## config.mk

```make
export PLATFORM = sky130hd
export DESIGN_NAME = mips32_mem_arbiter
export DESIGN_NICKNAME = d
export VERILOG_FILES = /design/src/rtl/mips32_mem_arbiter.sv
export SDC_FILE = /design/constraint.sdc
export NUM_CORES = 1
export LEC_CHECK = 0
export BUFFER_PORTS_ARGS = -buffer_cell sky130_fd_sc_hd__buf_4
export CAP_MARGIN = 20
export CORE_UTILIZATION = 48
export DETAILED_ROUTE_END_ITERATION = 12
export GPL_ROUTABILITY_DRIVEN = 1
export PLACE_DENSITY = 0.8
export SKIP_CTS_REPAIR_TIMING = 1
export SKIP_LAST_GASP = 1
export SYNTH_ARGS = -nofsm -noshare
export SYNTH_HDL_FRONTEND = slang
export SYNTH_SLANG_ARGS = --single-unit
```

## constraint.sdc

```tcl
create_clock -name clk -period 2.17 [get_ports clk]
set_input_delay 0.1085 -clock clk [delete_from_list [all_inputs] [get_ports clk]]
set_output_delay 0.1085 -clock clk [all_outputs]
set_load 0.005 [all_outputs]
```

## src/rtl/mips32_mem_arbiter.sv

```systemverilog
// Shares one single-port memory between instruction fetch and load/store, with data priority
// and a data-streak limit. Define ARB_STATS_EN to add saturating grant/conflict counters.
module mips32_mem_arbiter #(
  parameter int AW          = 10,
  parameter int DW          = 32,
  parameter int MEM_LAT     = 1,
  parameter int MAX_DSTREAK = 4
) (
  input  logic          clk,
  input  logic          rst,
  input  logic          i_req,
  input  logic [AW-1:0] i_addr,
  output logic          i_ack,
  output logic [DW-1:0] i_rdata,
  input  logic          d_req,
  input  logic          d_we,
  input  logic [AW-1:0] d_addr,
  input  logic [DW-1:0] d_wdata,
  output logic          d_ack,
  output logic [DW-1:0] d_rdata,
  output logic          m_en,
  output logic          m_we,
  output logic [AW-1:0] m_addr,
  output logic [DW-1:0] m_wdata,
  input  logic [DW-1:0] m_rdata,
  output logic          busy
`ifdef ARB_STATS_EN
  ,
  output logic [15:0]   stat_i_grants,
  output logic [15:0]   stat_d_grants,
  output logic [15:0]   stat_conflicts
`endif
);

  typedef enum logic [1:0] {S_IDLE, S_ISSUE, S_WAIT, S_RESP} state_t;

  localparam logic [3:0] LAT_LAST   = 4'(MEM_LAT - 1);
  localparam logic [3:0] STREAK_MAX = 4'(MAX_DSTREAK);

  state_t        state_q, state_d;
  logic [3:0]    lat_cnt_q, lat_cnt_d;
  logic [3:0]    streak_q, streak_d;
  logic          gnt_is_d_q, gnt_is_d_d;
  logic          is_store_q, is_store_d;
  logic          i_ack_q, i_ack_d;
  logic          d_ack_q, d_ack_d;
  logic          m_en_q, m_en_d;
  logic          m_we_q, m_we_d;
  logic          busy_q, busy_d;
  logic [AW-1:0] m_addr_q, m_addr_d;
  logic [DW-1:0] m_wdata_q, m_wdata_d;
  logic [DW-1:0] i_rdata_q, i_rdata_d;
  logic [DW-1:0] d_rdata_q, d_rdata_d;
  logic          gnt_i, gnt_d, idle;

  // Fetch wins only when data is absent or the data streak has hit its limit.
  assign idle  = (state_q == S_IDLE);
  assign gnt_i = idle && i_req && (!d_req || (streak_q == STREAK_MAX));
  assign gnt_d = idle && d_req && !gnt_i;

  always_comb begin
    state_d    = state_q;
    lat_cnt_d  = lat_cnt_q;
    streak_d   = streak_q;
    gnt_is_d_d = gnt_is_d_q;
    is_store_d = is_store_q;
    i_ack_d    = 1'b0;
    d_ack_d    = 1'b0;
    m_en_d     = 1'b0;
    m_we_d     = 1'b0;
    busy_d     = busy_q;
    m_addr_d   = m_addr_q;
    m_wdata_d  = m_wdata_q;
    i_rdata_d  = i_rdata_q;
    d_rdata_d  = d_rdata_q;
    case (state_q)
      S_IDLE: begin
        if (gnt_i || gnt_d) begin
          state_d    = S_ISSUE;
          m_en_d     = 1'b1;
          busy_d     = 1'b1;
          gnt_is_d_d = gnt_d;
          is_store_d = gnt_d && d_we;
          m_we_d     = gnt_d && d_we;
          m_addr_d   = gnt_d ? d_addr : i_addr;
          m_wdata_d  = gnt_d ? d_wdata : '0;
        end
        if (gnt_i) begin
          streak_d = 4'd0;
        end else if (gnt_d && i_req) begin
          streak_d = streak_q + 4'd1;
        end
      end
      S_ISSUE: begin
        state_d   = S_WAIT;
        lat_cnt_d = LAT_LAST;
      end
      S_WAIT: begin
        // Read data is valid in the final WAIT cycle; capture it with the ack.
        if (lat_cnt_q == 4'd0) begin
          state_d = S_RESP;
          if (gnt_is_d_q) begin
            d_ack_d = 1'b1;
            if (!is_store_q) d_rdata_d = m_rdata;
          end else begin
            i_ack_d   = 1'b1;
            i_rdata_d = m_rdata;
          end
        end else begin
          lat_cnt_d = lat_cnt_q - 4'd1;
        end
      end
      S_RESP: begin
        state_d = S_IDLE;
        busy_d  = 1'b0;
      end
      default: begin
        state_d = S_IDLE;
        busy_d  = 1'b0;
      end
    endcase
  end

  always_ff @(posedge clk) begin
    if (rst) begin
      state_q    <= S_IDLE;
      lat_cnt_q  <= 4'd0;
      streak_q   <= 4'd0;
      gnt_is_d_q <= 1'b0;
      is_store_q <= 1'b0;
      i_ack_q    <= 1'b0;
      d_ack_q    <= 1'b0;
      m_en_q     <= 1'b0;
      m_we_q     <= 1'b0;
      busy_q     <= 1'b0;
      m_addr_q   <= '0;
      m_wdata_q  <= '0;
      i_rdata_q  <= '0;
      d_rdata_q  <= '0;
    end else begin
      state_q    <= state_d;
      lat_cnt_q  <= lat_cnt_d;
      streak_q   <= streak_d;
      gnt_is_d_q <= gnt_is_d_d;
      is_store_q <= is_store_d;
      i_ack_q    <= i_ack_d;
      d_ack_q    <= d_ack_d;
      m_en_q     <= m_en_d;
      m_we_q     <= m_we_d;
      busy_q     <= busy_d;
      m_addr_q   <= m_addr_d;
      m_wdata_q  <= m_wdata_d;
      i_rdata_q  <= i_rdata_d;
      d_rdata_q  <= d_rdata_d;
    end
  end

  assign i_ack   = i_ack_q;
  assign i_rdata = i_rdata_q;
  assign d_ack   = d_ack_q;
  assign d_rdata = d_rdata_q;
  assign m_en    = m_en_q;
  assign m_we    = m_we_q;
  assign m_addr  = m_addr_q;
  assign m_wdata = m_wdata_q;
  assign busy    = busy_q;

`ifdef ARB_STATS_EN
  logic [15:0] stat_i_q, stat_i_d;
  logic [15:0] stat_d_q, stat_d_d;
  logic [15:0] stat_c_q, stat_c_d;

  function automatic logic [15:0] sat_inc(input logic [15:0] v);
    return (v == 16'hFFFF) ? v : v + 16'd1;
  endfunction

  always_comb begin
    stat_i_d = gnt_i ? sat_inc(stat_i_q) : stat_i_q;
    stat_d_d = gnt_d ? sat_inc(stat_d_q) : stat_d_q;
    stat_c_d = (idle && i_req && d_req) ? sat_inc(stat_c_q) : stat_c_q;
  end

  always_ff @(posedge clk) begin
    if (rst) begin
      stat_i_q <= 16'd0;
      stat_d_q <= 16'd0;
      stat_c_q <= 16'd0;
    end else begin
      stat_i_q <= stat_i_d;
      stat_d_q <= stat_d_d;
      stat_c_q <= stat_c_d;
    end
  end

  assign stat_i_grants  = stat_i_q;
  assign stat_d_grants  = stat_d_q;
  assign stat_conflicts = stat_c_q;
`endif

endmodule

```

### Yosys cells after proc, flatten, opt, wreduce, memory -nomap -nowiden

Index checks and enable logic that the tools add are counted.

* eq/ne operators: 7
* bitwise operators: 6
* add/subtract/negate cells: 2
* reduce and logical (&&, ||, !) cells: 25
* mux-type cells: 14

Operators by type and width (count)
* 2-to-1 mux 32 bit: 1
* 2-to-1 mux 4 bit: 3
* 2-to-1 mux 10 bit: 1
* AND reduction 2 bit: 5
* case mux 2 bit (4 select lines): 1
* case mux 4 bit (2 select lines): 1
* logical AND 1 bit: 6
* inverter 1 bit: 6
* nonzero test 2 bit: 3
* OR reduction 3 bit: 2
* adder 4 x 1 -> 4 bit, second input constant: 1
* == test 2 bit, second input constant: 2
* == test 4 x 3 -> 1 bit, second input constant: 1
* zero test 4 bit: 1
* 2-to-1 mux 1 bit: 4
* 2-to-1 mux 2 bit: 2
* inequality test 2 bit, second input constant: 2
* AND reduction 4 bit: 1
* subtractor 4 x 1 -> 4 bit, second input constant: 1
* AND reduction 3 bit: 1
* == test 2 x 1 -> 1 bit, second input constant: 1
* zero test 1 bit: 2
* zero test 2 bit: 1
* logical OR 1 bit: 2
* other kinds (3): 3

* input bits: 89
* output and inout bits: 111
* flip-flop bits (word level): 123

### Logic depth before layout (Yosys ltp)

* word-level depth: 8
* gate-level depth with buffers: 8

### Worst setup path before layout

No wires, ideal clock.

* kind: reg2reg
* start point: register state_q[0]
* end point: register i_rdata_q[20] (netlist: i_rdata[20])
* setup slack: 315 ps
* cell stages (with the launch flop): 9
* required time: 2054 ps
* data arrival time: 1739 ps
* library setup time: 116 ps
* buffers on the path: 3
* cells stage by stage: dfxtp_1 inv_1 ha_1 nand4bb_1 buf_2 or2_2 clkbuf_1 buf_2 a31o_2

* word-level cells in the longest chain between the ends: 2

Ends and longest elaborated chain
* start, declared: line 40 `state_t state_q, state_d;`
* start signal, assigned: line 141 `state_q <= state_d;`
* == test 2 bit: line 76 `case (state_q)`
* AND reduction 3 bit (no source line)
* end signal, assigned: line 153 `i_rdata_q <= i_rdata_d;`
* end, declared: line 52 `logic [DW-1:0] i_rdata_q, i_rdata_d;`

Every way passes these cells.
A chain may end at the register's enable or synchronous reset.

### Worst setup path after layout

* start point: register state_q[1]
* end point: register m_wdata_q[10] (netlist: m_wdata[10])

* word-level cells in the longest chain between the ends: 7

Ends and longest elaborated chain
* zero test 2 bit *: line 57, 76
* logical AND 1 bit (2 in series): line 58 `assign gnt_i = idle && i_req && (!d_req || (streak_q == STREAK_MAX));`
* zero test 1 bit: line 59 `assign gnt_d = idle && d_req && !gnt_i;`
* logical AND 1 bit: line 59
* logical OR 1 bit: line 78 `if (gnt_i || gnt_d) begin`
* AND reduction 2 bit (no source line)
* end signal, assigned: line 152 `m_wdata_q <= m_wdata_d;`
* end, declared: line 51 `logic [DW-1:0] m_wdata_q, m_wdata_d;`

Every way passes the cells marked *; elsewhere a longest branch is shown, timed or not.

==> results.ini <==
[status]
run_status = completed

[job]
max-cap-violations = 0

[critical_path]
timing.rr.start = state_q[1]
worst_path_max_delay_cell = sky130_fd_sc_hd__buf_4
critPathLaunchType = register
critical_path.most_common_cell = sky130_fd_sc_hd__buf_4
r2r_setup_slack_ns = 0.11
timing.critical_path.arrival_ns = 2.48
crit_chain = inv_1, ha_1, nand2_1, buf_4, nor3_4, buf_4, a22o_1
crit_path_max_fanout = 34
critPathCapture = m_wdata[10]
critical_path.n_buffers_inverters = 3
ff2ff_path_depth = 7
type_of_the_worst_setup_path = reg2reg
worst_r2r_endpoint = m_wdata[10]
critPathRequiredTime_ns = 2.60
endpoint_kind = register
slowest_delay_ns = 0.38
critical_path_depth = 7
timing.critical_path.max_delay_family = buffers and inverters
cp-startpoint = state_q[1]

[floorplan]
floorplan.rows = 36
num_io_pins = 200
die_height_um = 102
floorplan.initialDensity_pct = 49.5
chipWidth_um = 102
core_um2 = 9770
design.die.area_um2 = 10500

[global_route]
grt_pass1_wl_um = 21000
grt_antenna_before_repair = 0
grt.total_usage_pct = 26.2
largest_net_degree_at_the_start_of_global_routing = 36
vias_in_the_first_global_route = 4237
globalRouteOverflowTotal = 0

[sta]
min_period_ns = 2.06
timing.setup.tns_ns = 0
max-slew-margin-rel_pct = 60.8
actual_transition_at_the_worst_max_transition_pin_ns = 0.586
layout_worst_path_cycle_share_pct = 94.7
finalSetupViolCount = 0
timing.fmax_mhz = 486
final.setup_skew_ns = 0.0128
unrepaired_setup_endpoints_after_global_routing = no
drv_slew = 0
finalHoldViolCount = 0

[cells_and_area]
area_growth_syn_to_layout_pct = 63.8
layoutNonFillerInstCount = 906
fraction_of_layout_instances_using_a_drive_strength_above_1_pct = 36.8
postLayoutCoreUtil_pct = 81.1
num-nets-final = 857
fillers = 526
multi_input_area_um2 = 2140
ff_latch_area_um2 = 2460

[clock_tree]
path_clk_slew_ns = 0.06
cts_tree = yes
insertion_delay_ns = 0.52
cts.root.buffer_cell = sky130_fd_sc_hd__clkbuf_8
cts_sinks = 123
cts_max_level = 4
cts.path.max_buffers = 2
numCtsBuffers = 17

[power]
post-layout-total-power_w = 0.00803
ir_worst_vdd_mv = 0.683
power.density_nw_per_um2 = 1010
power_leakage_nw = 3.56

[detailed_routing]
routed_wl_um = 18200
antenna_violating_nets_post_route = 0
drt_pre_antenna_iters = 6
vias = 5077
detail_route.wl_per_cell_um = 20.1
drc = 0
detailedRoute.firstIterationViolations = 353
route.detailed.vias_per_inst = 5.60

[synthesis]
synth.ff_latch_count = 123
synthMostInstantiatedCell = sky130_fd_sc_hd__dfxtp_1
async_flop_share_pct = 0
yosys.area.top_type_share_pct = 50.9
netlist_instances = 481
syn-cell-area_um2 = 4840
ys.flop_type = sky130_fd_sc_hd__dfxtp_1
synth_cell_type_count = 44
synth.area.top_cells = sky130_fd_sc_hd__dfxtp_1 51%, sky130_fd_sc_hd__mux2i_1 7.4%, sky130_fd_sc_hd__a22o_1 6.0%
synth_top_cell_by_area = sky130_fd_sc_hd__dfxtp_1
register_area_share_after_synthesis_pct = 50.9
post_syn_area_per_cell_um2 = 10.1
synth_enable_flop_cells = 0
yosys-top-cells-count = 123 x sky130_fd_sc_hd__dfxtp_1, 41 x sky130_fd_sc_hd__nand2_1, 36 x sky130_fd_sc_hd__mux2i_1
mappedNetlistNets = 579
yosys_warning_total = 0

[place]
routabilityCongestion = 0.852
buffer_ports.inserted = 199
place_hpwl_um = 9580
dp_cells = 787

[min_path]
min_path_type = in2reg

-- report_power, final --
part | internal, W | switching [W]
combinational | 0.00111 | 0.00116
sequential | 0.00263 | 0.000264
clock | 0.00176 | 0.00111
total | 0.00550 | 0.00253
-- registers in the layout, indices dropped and copies added, names as in the netlist --
name        count
lat_cnt_q       4
is_store_q      1
m_addr         10
streak_q        4
d_rdata        32
i_rdata        32
gnt_is_d_q      1
d_ack           1
m_we            1
i_ack           1
busy            1
m_en            1
m_wdata        32
state_q         2
-- how the worst min path moves through the flow --
stage	start	end	slack [ns]	cells past startpoint
after floorplan	d_we	m_we	0.23	1
after global placement	d_wdata[18]	m_wdata[18]	0.32	2
after detailed placement	d_wdata[16]	m_wdata[16]	0.32	2
after CTS	d_wdata[7]	m_wdata[7]	-0.22	2
after global routing	d_req	streak_q[1]	0.07	4
final	d_req	streak_q[1]	0.07	4
-- cell usage in the layout, fill, tap and decap left out, drive strengths merged, types with 4 or more instances in the layout --
master       instances
o2111ai             10
a31o                32
dlygate4sd3         86
buf                214
nand2               41
clkinv               4
ha                   9
a22o                33
nor3                35
dfxtp              123
o221ai              10
nand3               14
nor3b                4
nand2b              33
a21oi                7
mux2i               36
clkbuf              20
inv                 23
-- metrics by stage --
step	setup slack, ns	hold WS, ns	cell area (um^2)
after detailed placement	0.0549	0.324	6460
after global routing	0.00147	0.0694	7920
after floorplan	0.315	0.230	4840
after global placement	0.106	0.318	6440
final	0.114	0.0704	7930
after CTS	0.0610	-0.223	7050
-- final cells by class --
cell class,count,area share [%]
diodes,1,0.0316
clock buffers,20,5.37
clock inverters,12,2.08
inverters,21,0.995
multi-input cells,296,27.0
flip-flops and latches,123,31.1
well taps,133,2.10
repair buffers,300,31.4
-- per-layer routing --
layer / global-route usage, % / part of all wire [%] / vias to the layer above
li1: - / - / 2288
met1: 30.1 / 36 / 2420
met2: 45.2 / 52 / 296
met3: 8.28 / 8.1 / 73
met4: 10.5 / 4.1 / 0
met5: 0 / 0 / -
-- worst register-to-register path, stage by stage, from the launching register on --
cell	delay (ns)
sky130_fd_sc_hd__dfxtp_1	0.35
sky130_fd_sc_hd__inv_1	0.12
sky130_fd_sc_hd__ha_1	0.28
sky130_fd_sc_hd__nand2_1	0.13
sky130_fd_sc_hd__buf_4	0.21
sky130_fd_sc_hd__nor3_4	0.20
sky130_fd_sc_hd__buf_4	0.38
sky130_fd_sc_hd__a22o_1	0.30
-- logic make-up (layout without fill, tap and decap cells) --
family / after synthesis / in the layout / synth area share [%]
fa+ha+maj: 9 / 9 / 2.33
other cells: 0 / 1 / 0
flops: 123 / 123 / 50.9
mux: 36 / 36 / 7.45
simple gates: 149 / 149 / 16.5
compound gates: 102 / 102 / 17.5
buf+inv: 62 / 353 / 5.30
(Power assumes the default switching activity.)
